--- config.mk ---
export PLATFORM = sky130hd
export DESIGN_NAME = ysyx_22040750_clint_mh
export DESIGN_NICKNAME = d
export VERILOG_FILES = /design/src/rtl/ysyx_22040750_clint_mh.sv
export SDC_FILE = /design/constraint.sdc
export NUM_CORES = 1
export LEC_CHECK = 0
export BUFFER_PORTS_ARGS = -buffer_cell sky130_fd_sc_hd__buf_2
export CELL_PAD_IN_SITES_DETAIL_PLACEMENT = 0
export CELL_PAD_IN_SITES_GLOBAL_PLACEMENT = 1
export CORE_UTILIZATION = 51
export CTS_CLUSTER_SIZE = 28
export DETAILED_ROUTE_END_ITERATION = 16
export GPL_ROUTABILITY_DRIVEN = 0
export PLACE_DENSITY_LB_ADDON = 0.25
export REMOVE_ABC_BUFFERS = 1
export SLEW_MARGIN = 0
export SYNTH_ARGS = -nofsm -noshare
export SYNTH_HDL_FRONTEND = slang
export SYNTH_SLANG_ARGS = --single-unit
--- constraint.sdc ---
create_clock -name I_clk -period 5.85 [get_ports I_clk]
set_clock_uncertainty 0.1 [all_clocks]
set_input_delay 1.4625 -clock I_clk [delete_from_list [all_inputs] [get_ports I_clk]]
set_output_delay 1.4625 -clock I_clk [all_outputs]
set_load 0.05 [all_outputs]
--- src/rtl/ysyx_22040750_clint_mh.sv ---
// Multi-hart CLINT: shared mtime, per-hart mtimecmp/msip, AXI4-lite slave.
// Optional CLINT_RTC_TICK_EN: mtime advanced by synchronised I_rtc_tick edges.
module ysyx_22040750_clint_mh #(
  parameter int          NHART     = 2,
  parameter logic [31:0] BASE_ADDR = 32'h0200_0000,
  parameter int          TICKCNT   = 16,
  parameter int          TICK_W    = 12
) (
  input  logic             I_clk,
  input  logic             I_rst_n,
`ifdef CLINT_RTC_TICK_EN
  input  logic             I_rtc_tick,
`endif
  output logic [NHART-1:0] O_mtip,
  output logic [NHART-1:0] O_msip,
  input  logic [31:0]      I_clint_araddr,
  input  logic             I_clint_arvalid,
  output logic             O_clint_arready,
  output logic [63:0]      O_clint_rdata,
  output logic [1:0]       O_clint_rresp,
  output logic             O_clint_rvalid,
  input  logic             I_clint_rready,
  input  logic [31:0]      I_clint_awaddr,
  input  logic             I_clint_awvalid,
  output logic             O_clint_awready,
  input  logic [63:0]      I_clint_wdata,
  input  logic [7:0]       I_clint_wstrb,
  input  logic             I_clint_wvalid,
  output logic             O_clint_wready,
  output logic [1:0]       O_clint_bresp,
  output logic             O_clint_bvalid,
  input  logic             I_clint_bready
);

  localparam logic [1:0] K_ERR   = 2'd0;
  localparam logic [1:0] K_MSIP  = 2'd1;
  localparam logic [1:0] K_CMP   = 2'd2;
  localparam logic [1:0] K_MTIME = 2'd3;

  // returns {kind, hart index}
  function automatic logic [5:0] dec(input logic [31:0] a);
    logic [31:0] off;
    off = a - BASE_ADDR;
    dec = 6'd0;
    if (off < 32'(4*NHART) && off[1:0] == 2'b00)
      dec = {K_MSIP, off[5:2]};
    else if (off >= 32'h4000 &&
             off < 32'h4000 + 32'(8*NHART) &&
             off[2:0] == 3'b000)
      dec = {K_CMP, off[6:3]};
    else if (off == 32'h0000_BFF8)
      dec = {K_MTIME, 4'd0};
  endfunction

  logic [63:0]      mtime;
  logic [63:0]      mtimecmp [NHART];
  logic [NHART-1:0] msip;
  logic             tick;

  logic        aw_full, w_full;
  logic [31:0] aw_addr;
  logic [63:0] w_data;
  logic [7:0]  w_strb;
  logic        commit;
  logic [5:0]  wdec;
  logic [1:0]  wkind;
  logic [3:0]  widx;
  logic [63:0] wmask;
  logic        ms_stb, ms_dat;

  logic [5:0]  rdec;
  logic [63:0] rd_data;
  logic [1:0]  rd_resp;

`ifdef CLINT_RTC_TICK_EN
  logic [2:0] rtc_q;

  // two-flop synchroniser plus delayed copy for edge detect
  always_ff @(posedge I_clk or negedge I_rst_n) begin
    if (!I_rst_n) rtc_q <= '0;
    else          rtc_q <= {rtc_q[1:0], I_rtc_tick};
  end

  assign tick = rtc_q[1] & ~rtc_q[2];
`else
  localparam logic [TICK_W-1:0] PRE_MAX = TICK_W'(TICKCNT - 1);
  logic [TICK_W-1:0] pre;

  assign tick = (pre == PRE_MAX);

  // prescaler 0..TICKCNT-1, wraps on tick
  always_ff @(posedge I_clk or negedge I_rst_n) begin
    if (!I_rst_n)  pre <= '0;
    else if (tick) pre <= '0;
    else           pre <= pre + 1'b1;
  end
`endif

  assign commit = aw_full & w_full;
  assign wdec   = dec(aw_addr);
  assign wkind  = wdec[5:4];
  assign widx   = wdec[3:0];
  assign ms_stb = aw_addr[2] ? w_strb[4] : w_strb[0];
  assign ms_dat = aw_addr[2] ? w_data[32] : w_data[0];

  // expand byte strobes into a bit mask
  always_comb begin
    wmask = '0;
    for (int i = 0; i < 8; i++)
      wmask[8*i +: 8] = {8{w_strb[i]}};
  end

  // mtime: a committed write overrides the tick
  always_ff @(posedge I_clk or negedge I_rst_n) begin
    if (!I_rst_n)
      mtime <= '0;
    else if (commit && wkind == K_MTIME)
      mtime <= (mtime & ~wmask) | (w_data & wmask);
    else if (tick)
      mtime <= mtime + 64'd1;
  end

  // per-hart msip and mtimecmp registers
  always_ff @(posedge I_clk or negedge I_rst_n) begin
    if (!I_rst_n) begin
      msip <= '0;
      for (int h = 0; h < NHART; h++)
        mtimecmp[h] <= '1;
    end else if (commit) begin
      for (int h = 0; h < NHART; h++) begin
        if (wkind == K_MSIP && widx == 4'(h) && ms_stb)
          msip[h] <= ms_dat;
        if (wkind == K_CMP && widx == 4'(h))
          mtimecmp[h] <= (mtimecmp[h] & ~wmask)
                       | (w_data & wmask);
      end
    end
  end

  // interrupt outputs straight from the registers
  always_comb begin
    O_mtip = '0;
    for (int h = 0; h < NHART; h++)
      O_mtip[h] = (mtime >= mtimecmp[h]);
  end

  assign O_msip = msip;

  assign O_clint_awready = ~aw_full & ~O_clint_bvalid;
  assign O_clint_wready  = ~w_full & ~O_clint_bvalid;

  // independent AW/W capture, commit once both held
  always_ff @(posedge I_clk or negedge I_rst_n) begin
    if (!I_rst_n) begin
      aw_full        <= 1'b0;
      w_full         <= 1'b0;
      aw_addr        <= '0;
      w_data         <= '0;
      w_strb         <= '0;
      O_clint_bvalid <= 1'b0;
      O_clint_bresp  <= 2'b00;
    end else if (commit) begin
      aw_full        <= 1'b0;
      w_full         <= 1'b0;
      O_clint_bvalid <= 1'b1;
      O_clint_bresp  <= (wkind == K_ERR) ? 2'b11 : 2'b00;
    end else begin
      if (I_clint_awvalid && O_clint_awready) begin
        aw_full <= 1'b1;
        aw_addr <= I_clint_awaddr;
      end
      if (I_clint_wvalid && O_clint_wready) begin
        w_full <= 1'b1;
        w_data <= I_clint_wdata;
        w_strb <= I_clint_wstrb;
      end
      if (O_clint_bvalid && I_clint_bready)
        O_clint_bvalid <= 1'b0;
    end
  end

  assign rdec = dec(I_clint_araddr);

  // read mux on the incoming AR address
  always_comb begin
    rd_data = '0;
    rd_resp = 2'b00;
    unique case (rdec[5:4])
      K_MSIP: begin
        for (int h = 0; h < NHART; h++)
          if (rdec[3:0] == 4'(h))
            rd_data = I_clint_araddr[2]
                    ? {31'd0, msip[h], 32'd0}
                    : {63'd0, msip[h]};
      end
      K_CMP: begin
        for (int h = 0; h < NHART; h++)
          if (rdec[3:0] == 4'(h))
            rd_data = mtimecmp[h];
      end
      K_MTIME: rd_data = mtime;
      default: rd_resp = 2'b11;
    endcase
  end

  assign O_clint_arready = ~O_clint_rvalid;

  // registered R channel, held until handshake
  always_ff @(posedge I_clk or negedge I_rst_n) begin
    if (!I_rst_n) begin
      O_clint_rvalid <= 1'b0;
      O_clint_rdata  <= '0;
      O_clint_rresp  <= 2'b00;
    end else if (I_clint_arvalid && O_clint_arready) begin
      O_clint_rvalid <= 1'b1;
      O_clint_rdata  <= rd_data;
      O_clint_rresp  <= rd_resp;
    end else if (O_clint_rvalid && I_clint_rready) begin
      O_clint_rvalid <= 1'b0;
    end
  end

endmodule

==> results.md, run 1 <==
- PortBufs: about 220
- Mapped Area: between 20,000 and 25,000 um^2
- Critical path data required time: 4290 ps
- Cell Area, Placed: about 23,000 um^2
- CORE AREA: between 40,000 and 50,000 um^2
- Yosys reg bits: 380
- Post-Synthesis Mean Instance Area: around 10 um^2
- Largest net degree at the start of global routing: approximately 110
- Clk pin slew, worst setup/hold paths: about 60 ps
- Worst Hold Class: reg2reg
- Fin crit period: approximately 5200 ps
- Slowest cell delay on critical path: approximately 540 ps
- Share of flip-flops with an asynchronous set or reset: 1.00
- HPWL after DPL: 41,100 um
- Drc violations: 0
- H-tree levels: 2
- WP buf/inv: 2
- Final setup fails: 0
- Post-CTS setup repair buffer count: 0
- Worst skew pair latency: about 590 ps
- Vias in the first global route: 16.5k
- PD cells: 304 nW/um^2
- Crit-path cells: inv_1 -> ha_1 -> o21a_1 -> o21a_1 -> o21ai_0 -> o211ai_1 -> a311oi_1 -> o21ai_0 -> buf_2
- Initial DRT Pass Iterations: 6
- Worst-Margin Slew: between 1000 and 1500 ps
- Period utilization: 0.887
- Gr ovfl total: 0
- Post-route ant nets: 0
- Antenna violations before repair: 2
- IO Pins: 220
- Die Ht: 206 um
- IR drop worst, VDD: approximately 0.38 mV
- Distinct cells, synth: roughly 70
- Register area share after synthesis: 0.457
- Max Clk Rate: approximately 190 MHz
- Post-DR wirelength/cell: 21.3 um
- # Max-Cap Violations: 0
- CTS sink count: between 300 and 400
- Layout Nets: 2,491
- Initial Utilization: 0.517
- CTS buffer count: between 40 and 50
- Via count: 16.8k
- Global-route wire length before repair: just over 90,000 um
- Area growth from synthesis to layout: 14.6%
- Slowest CP cell: dfstp_2
- CP Max Fanout: 3
- Max-slew violations: 0
- Worst Setup Start Kind: flip-flop
- Root Driver: clkbuf_16
- Yosys warnings: 0
- Worst path top cell family by delay: compound AO/OA/AOI/OAI gates
- Post-synthesis cell count: a little over 2k
- GRT Total Usage: 0.284
- RSZ-0062 raised after global routing: false
- Die width: between 200 and 250 um
- WL final: ~60,000 um
- Ys flop type: dfrtp_1
- Worst slew margin: 0.232
- CP endpoint kind: primary output
- Fin. Hold Viols: 0
- N_diodes: 0
- Pleak: about 11 nW
- Iter 0 DRT Violations: approximately 1.3k
- Share of cells above drive strength 1: 0.293
- EDFF count, synth: 0
- Final Cell Area: about 24,000 um^2
- Status: completed
- Die Footprint: 42,300 um^2
- Crit path DAT: ~3600 ps
- Post-CTS Hold Buffers: 0
- Via/cell ratio: ~6.0
- Row count: 74
- CTS tree: built
- FILL cells: approximately 3.6k
- CTS resizes: 0
- CTS max path bufs: 3
- Crit Path Class: reg2out
- Setup tns final: 0 ps
==> cells by family (layout without fill, tap and decap cells) <==
| family | count (synthesis) | in the layout | share of synthesized area |
|---|---|---|---|
| fa+ha+maj | 132 | 132 | 0.0780 |
| flops | 380 | 380 | 0.457 |
| mux | 279 | 279 | 0.144 |
| simple gates | 554 | 554 | 0.142 |
| xor+xnor | 12 | 12 | 0.00497 |
| buf+inv | 253 | 470 | 0.0471 |
| compound gates | 424 | 424 | 0.127 |
==> metrics by stage <==
| step | power (mW) | setup WS (ps) | hold WS (ps) | instances | utilization |
|---|---|---|---|---|---|
| 2_1_floorplan | 4.08 | -5390 | 324 | 1934 | - |
| 3_3_place_gp | 4.56 | 1270 | 339 | 2703 | 0.557 |
| 3_5_place_dp | 4.60 | 1240 | 347 | 2703 | 0.557 |
| 4_1_cts | 7.45 | 594 | 354 | 2783 | 0.593 |
| 5_1_grt | 7.68 | 573 | 378 | 2783 | 0.593 |
| 6_report | 7.38 | 660 | 351 | 2783 | 0.593 |
==> cells in the mapped netlist (all sizes together), types with 5 or more instances <==
cell / n / area share
a21oi: 48 / 0.011
nor2: 72 / 0.013
a211o: 6 / 0.0025
o21a: 16 / 0.0057
nor4b: 7 / 0.0029
and4: 13 / 0.0054
xnor2: 9 / 0.0037
o31ai: 6 / 0.0021
nand4: 50 / 0.015
nor2b: 67 / 0.020
a31oi: 79 / 0.023
o21ai: 153 / 0.036
mux2i: 79 / 0.037
o211ai: 18 / 0.0064
nor3: 29 / 0.0069
nand4b: 9 / 0.0037
a2111oi: 6 / 0.0037
or4: 10 / 0.0037
ha: 132 / 0.078
and4b: 5 / 0.0024
nand2: 128 / 0.023
a211oi: 20 / 0.0071
nand3: 66 / 0.016
or3: 9 / 0.0027
clkbuf: 76 / 0.013
buf: 24 / 0.0065
dfrtp: 252 / 0.30
a22oi: 8 / 0.0028
mux2: 200 / 0.11
o211a: 9 / 0.0043
nor4: 29 / 0.0095
and3: 23 / 0.0068
inv: 153 / 0.027
dfstp: 128 / 0.16
a32oi: 7 / 0.0029
and2: 23 / 0.0068
a21o: 14 / 0.0050
==> power by group <==
part           leakage (nW)  switching, mW  internal, mW  total, mW
combinational          5.26          0.490         0.503      0.992
sequential             4.58          0.545          3.02       3.56
clock                 0.735           1.12          1.70       2.82
==> layout make-up <==
cell class	instances	area, um^2	area share
Clock buffer	64	1290	0.0530
Clock inverter	16	198	0.00815
Inverter	153	574	0.0237
Multi-Input combinational cell	1401	10600	0.435
Sequential cell	380	9670	0.399
Tap cell	532	666	0.0274
Timing Repair Buffer	237	1320	0.0543
==> per-layer routing <==
| layer | wire length, um | track usage |
|---|---|---|
| met1 | 26600 | 0.391 |
| met2 | 27300 | 0.451 |
| met3 | 3550 | 0.0450 |
| met4 | 1800 | 0.102 |
| met5 | 20 | 0 |
==> cells in the final DEF, fill, tap and decap left out, types with 22 or more instances in the layout <==
cell type	n
a21oi_1	48
a31oi_1	78
and3_1	22
buf_2	218
clkbuf_16	44
dfrtp_1	252
dfstp_2	128
ha_1	132
inv_1	153
mux2_2	200
mux2i_1	79
nand2_1	128
nand3_1	63
nand4_1	50
nor2_1	72
nor2b_1	66
nor3_1	29
nor4_1	26
o21ai_0	141
==> worst paths after layout <==
kind | endpoint | cells past startpoint | slack [ps] | startpoint
max in group asynchronous | w_data[42] | 2 | 3730 | I_rst_n
hold reg to reg | pre[0] | 1 | 350 | pre[0]
setup / recovery | O_mtip[1] | 9 | 660 | flip-flop
min in group asynchronous | w_data[1] | 1 | 840 | I_rst_n
setup reg to reg | flip-flop | 8 | 1980 | aw_addr[3]
hold / removal | pre[0] | 1 | 350 | pre[0]
Power figures use the tool's default switching activity.
==> run 2, diff against run 1 <==
--- a/config.mk
+++ b/config.mk
@@ -8,6 +8,7 @@
 export BUFFER_PORTS_ARGS = -buffer_cell sky130_fd_sc_hd__buf_2
 export CELL_PAD_IN_SITES_DETAIL_PLACEMENT = 0
 export CELL_PAD_IN_SITES_GLOBAL_PLACEMENT = 1
+export CORE_ASPECT_RATIO = 1.2
 export CORE_UTILIZATION = 51
 export CTS_CLUSTER_SIZE = 28
 export DETAILED_ROUTE_END_ITERATION = 16
==> run 2 against run 1 <==
Via count fell by 0.76%. Die area barely moved. Worst hold slack improved by 15 ps. Fmax rose by 1.2%. Power fell by 2.5%. Final area fell by 0.44%. Sequential share of layout area rose by 0.18 points. Largest cell class unchanged. Largest power group unchanged.
==> results.md, run 2 (synthesized netlist as in run 1, its figures left out) <==
- FILL cells: about 3.5k
- Fin. Hold Viols: 0
- Initial Utilization: 0.518
- PortBufs: 219
- Die width: roughly 190 um
- Status: completed
- Area growth from synthesis to layout: 14.1%
- Post-CTS Hold Buffers: 0
- Crit Path Class: reg2out
- Die Ht: roughly 230 um
- WP buf/inv: 2
- Sequential share of power: 0.498
- CTS tree: built
- Worst Hold Class: reg2reg
- PD cells: between 200 and 300 nW/um^2
- Internal power: between 5 and 6 mW
- Initial DRT Pass Iterations: 5
- Final setup fails: 0
- Max Clk Rate: 195 MHz
- Post-CTS setup repair buffer count: 0
- Power share of the clock group: 0.366
- Switching Share: 0.296
- CTS max path bufs: 3
- Slowest CP cell: a311oi_1
- Via/cell ratio: around 6.0
- Row count: between 80 and 90
- Met3 WL: about 2600 um
- Drc violations: 0
- M1 wire length: between 20,000 and 25,000 um
- CTS buffer count: between 40 and 50
- IO Pins: 220
- Most common cell after layout, fill and taps aside: dfrtp_1
- Die Footprint: ~42,000 um^2
- Commonest cells after routing, fill and taps aside: 252 x dfrtp_1, 218 x buf_2, 200 x mux2_2
- Critical path data required time: about 4300 ps
- Global-route wire length before repair: approximately 93,000 um
- Share of cells above drive strength 1: 0.292
- N_diodes: 0
- Worst-Margin Slew: roughly 1100 ps
- Routed wl met2: around 29,000 um
- Post-route ant nets: 0
- # Max-Cap Violations: 0
- Largest net degree at the start of global routing: 100
- Antenna violations before repair: 0
- Period utilization: 0.876
- Slowest cell delay on critical path: between 500 and 600 ps
- Clk pin slew, worst setup/hold paths: 60 ps
- Flop2flop setup slack: slightly above 2000 ps
- Crit path DAT: ~3600 ps
- RSZ-0062 raised after global routing: false
- Via count: around 17k
- Final core utilization: 0.591
- Pleak: about 11 nW
- Comb pwr share: 0.136
- Layout Nets: 2,495
- H-tree levels: 2
- Max-slew violations: 0
- WL final: 58,400 um
- Worst skew pair latency: 560 ps
- CORE AREA: ~40,000 um^2
- Vias in the first global route: between 15k and 20k
- Psw: around 2.1 mW
- Worst path top cell family by delay: compound AO/OA/AOI/OAI gates
- HPWL after DPL: 41,500 um
- Worst Setup Start Kind: flip-flop
- Setup tns final: 0 ps
- GRT Total Usage: 0.278
- Gr ovfl total: 0
- Fin crit period: roughly 5100 ps
- CP Max Fanout: 3
- IR drop worst, VDD: approximately 0.47 mV
- Iter 0 DRT Violations: 1,244
- Worst slew margin: 0.274
- Root Driver: clkbuf_16
- Post-DR wirelength/cell: between 20 and 25 um
- CTS sink count: 380
- Crit-path cells: inv_1 -> ha_1 -> or4_1 -> a221oi_1 -> o211ai_1 -> a311oi_1 -> o21ai_0 -> buf_2
- CP endpoint kind: primary output
- CTS resizes: 0
- Highest routed layer: met4
run 2: cell types whose count changed in the layout (fill, tap and decap cells not counted), moves of 2 or more:
cell       change
buf_12         -3
bufinv_16      -4
clkinv_2       +2
buf_4          +8
run 2: through the flow:
stage	power (mW)	area, um^2	hold WS, ps	cells	worst slack, ps
after floorplan	4.08	20700	324	1934	-5390
after global placement	4.57	22800	337	2715	1310
after detailed placement	4.61	22800	350	2715	1170
after CTS	7.26	24200	358	2792	736
after global routing	7.48	24200	377	2792	622
final	7.20	24200	366	2792	723
run 2: worst paths after layout:
check	start	endpoint	cells after the start
max	flip-flop	O_mtip[1]	8
min	pre[0]	pre[0]	1
max reg2reg	aw_addr[3]	flip-flop	8
min reg2reg	pre[0]	pre[0]	1
max in group asynchronous	I_rst_n	w_data[15]	2
min in group asynchronous	I_rst_n	O_clint_rdata[60]	1
run 2: layer usage:
metal  vias up  track usage
met5         -            0
met4         0       0.0960
met3        96       0.0339
met2       440        0.486
met1      8306        0.357
li1       7827            -
run 2: layout make-up:
class | instances | area, um^2 | area share
tap | 539 | 674 | 0.0279
sequential | 380 | 9670 | 0.400
multi-input combinational | 1401 | 10500 | 0.436
inverter | 153 | 574 | 0.0238
clock buffer | 65 | 1320 | 0.0547
clock inverter | 12 | 58.8 | 0.00243
timing repair buffer | 242 | 1320 | 0.0545
run 2: power groups by stage:
stage / Combinational, mW / Sequential, mW / Clock, mW
global placement: 0.960 / 3.61 / 0
CTS: 0.998 / 3.58 / 2.68
floorplan: 0.692 / 3.39 / 0
detailed placement: 0.990 / 3.62 / 0
global route: 1.07 / 3.64 / 2.77
finish: 0.980 / 3.59 / 2.63
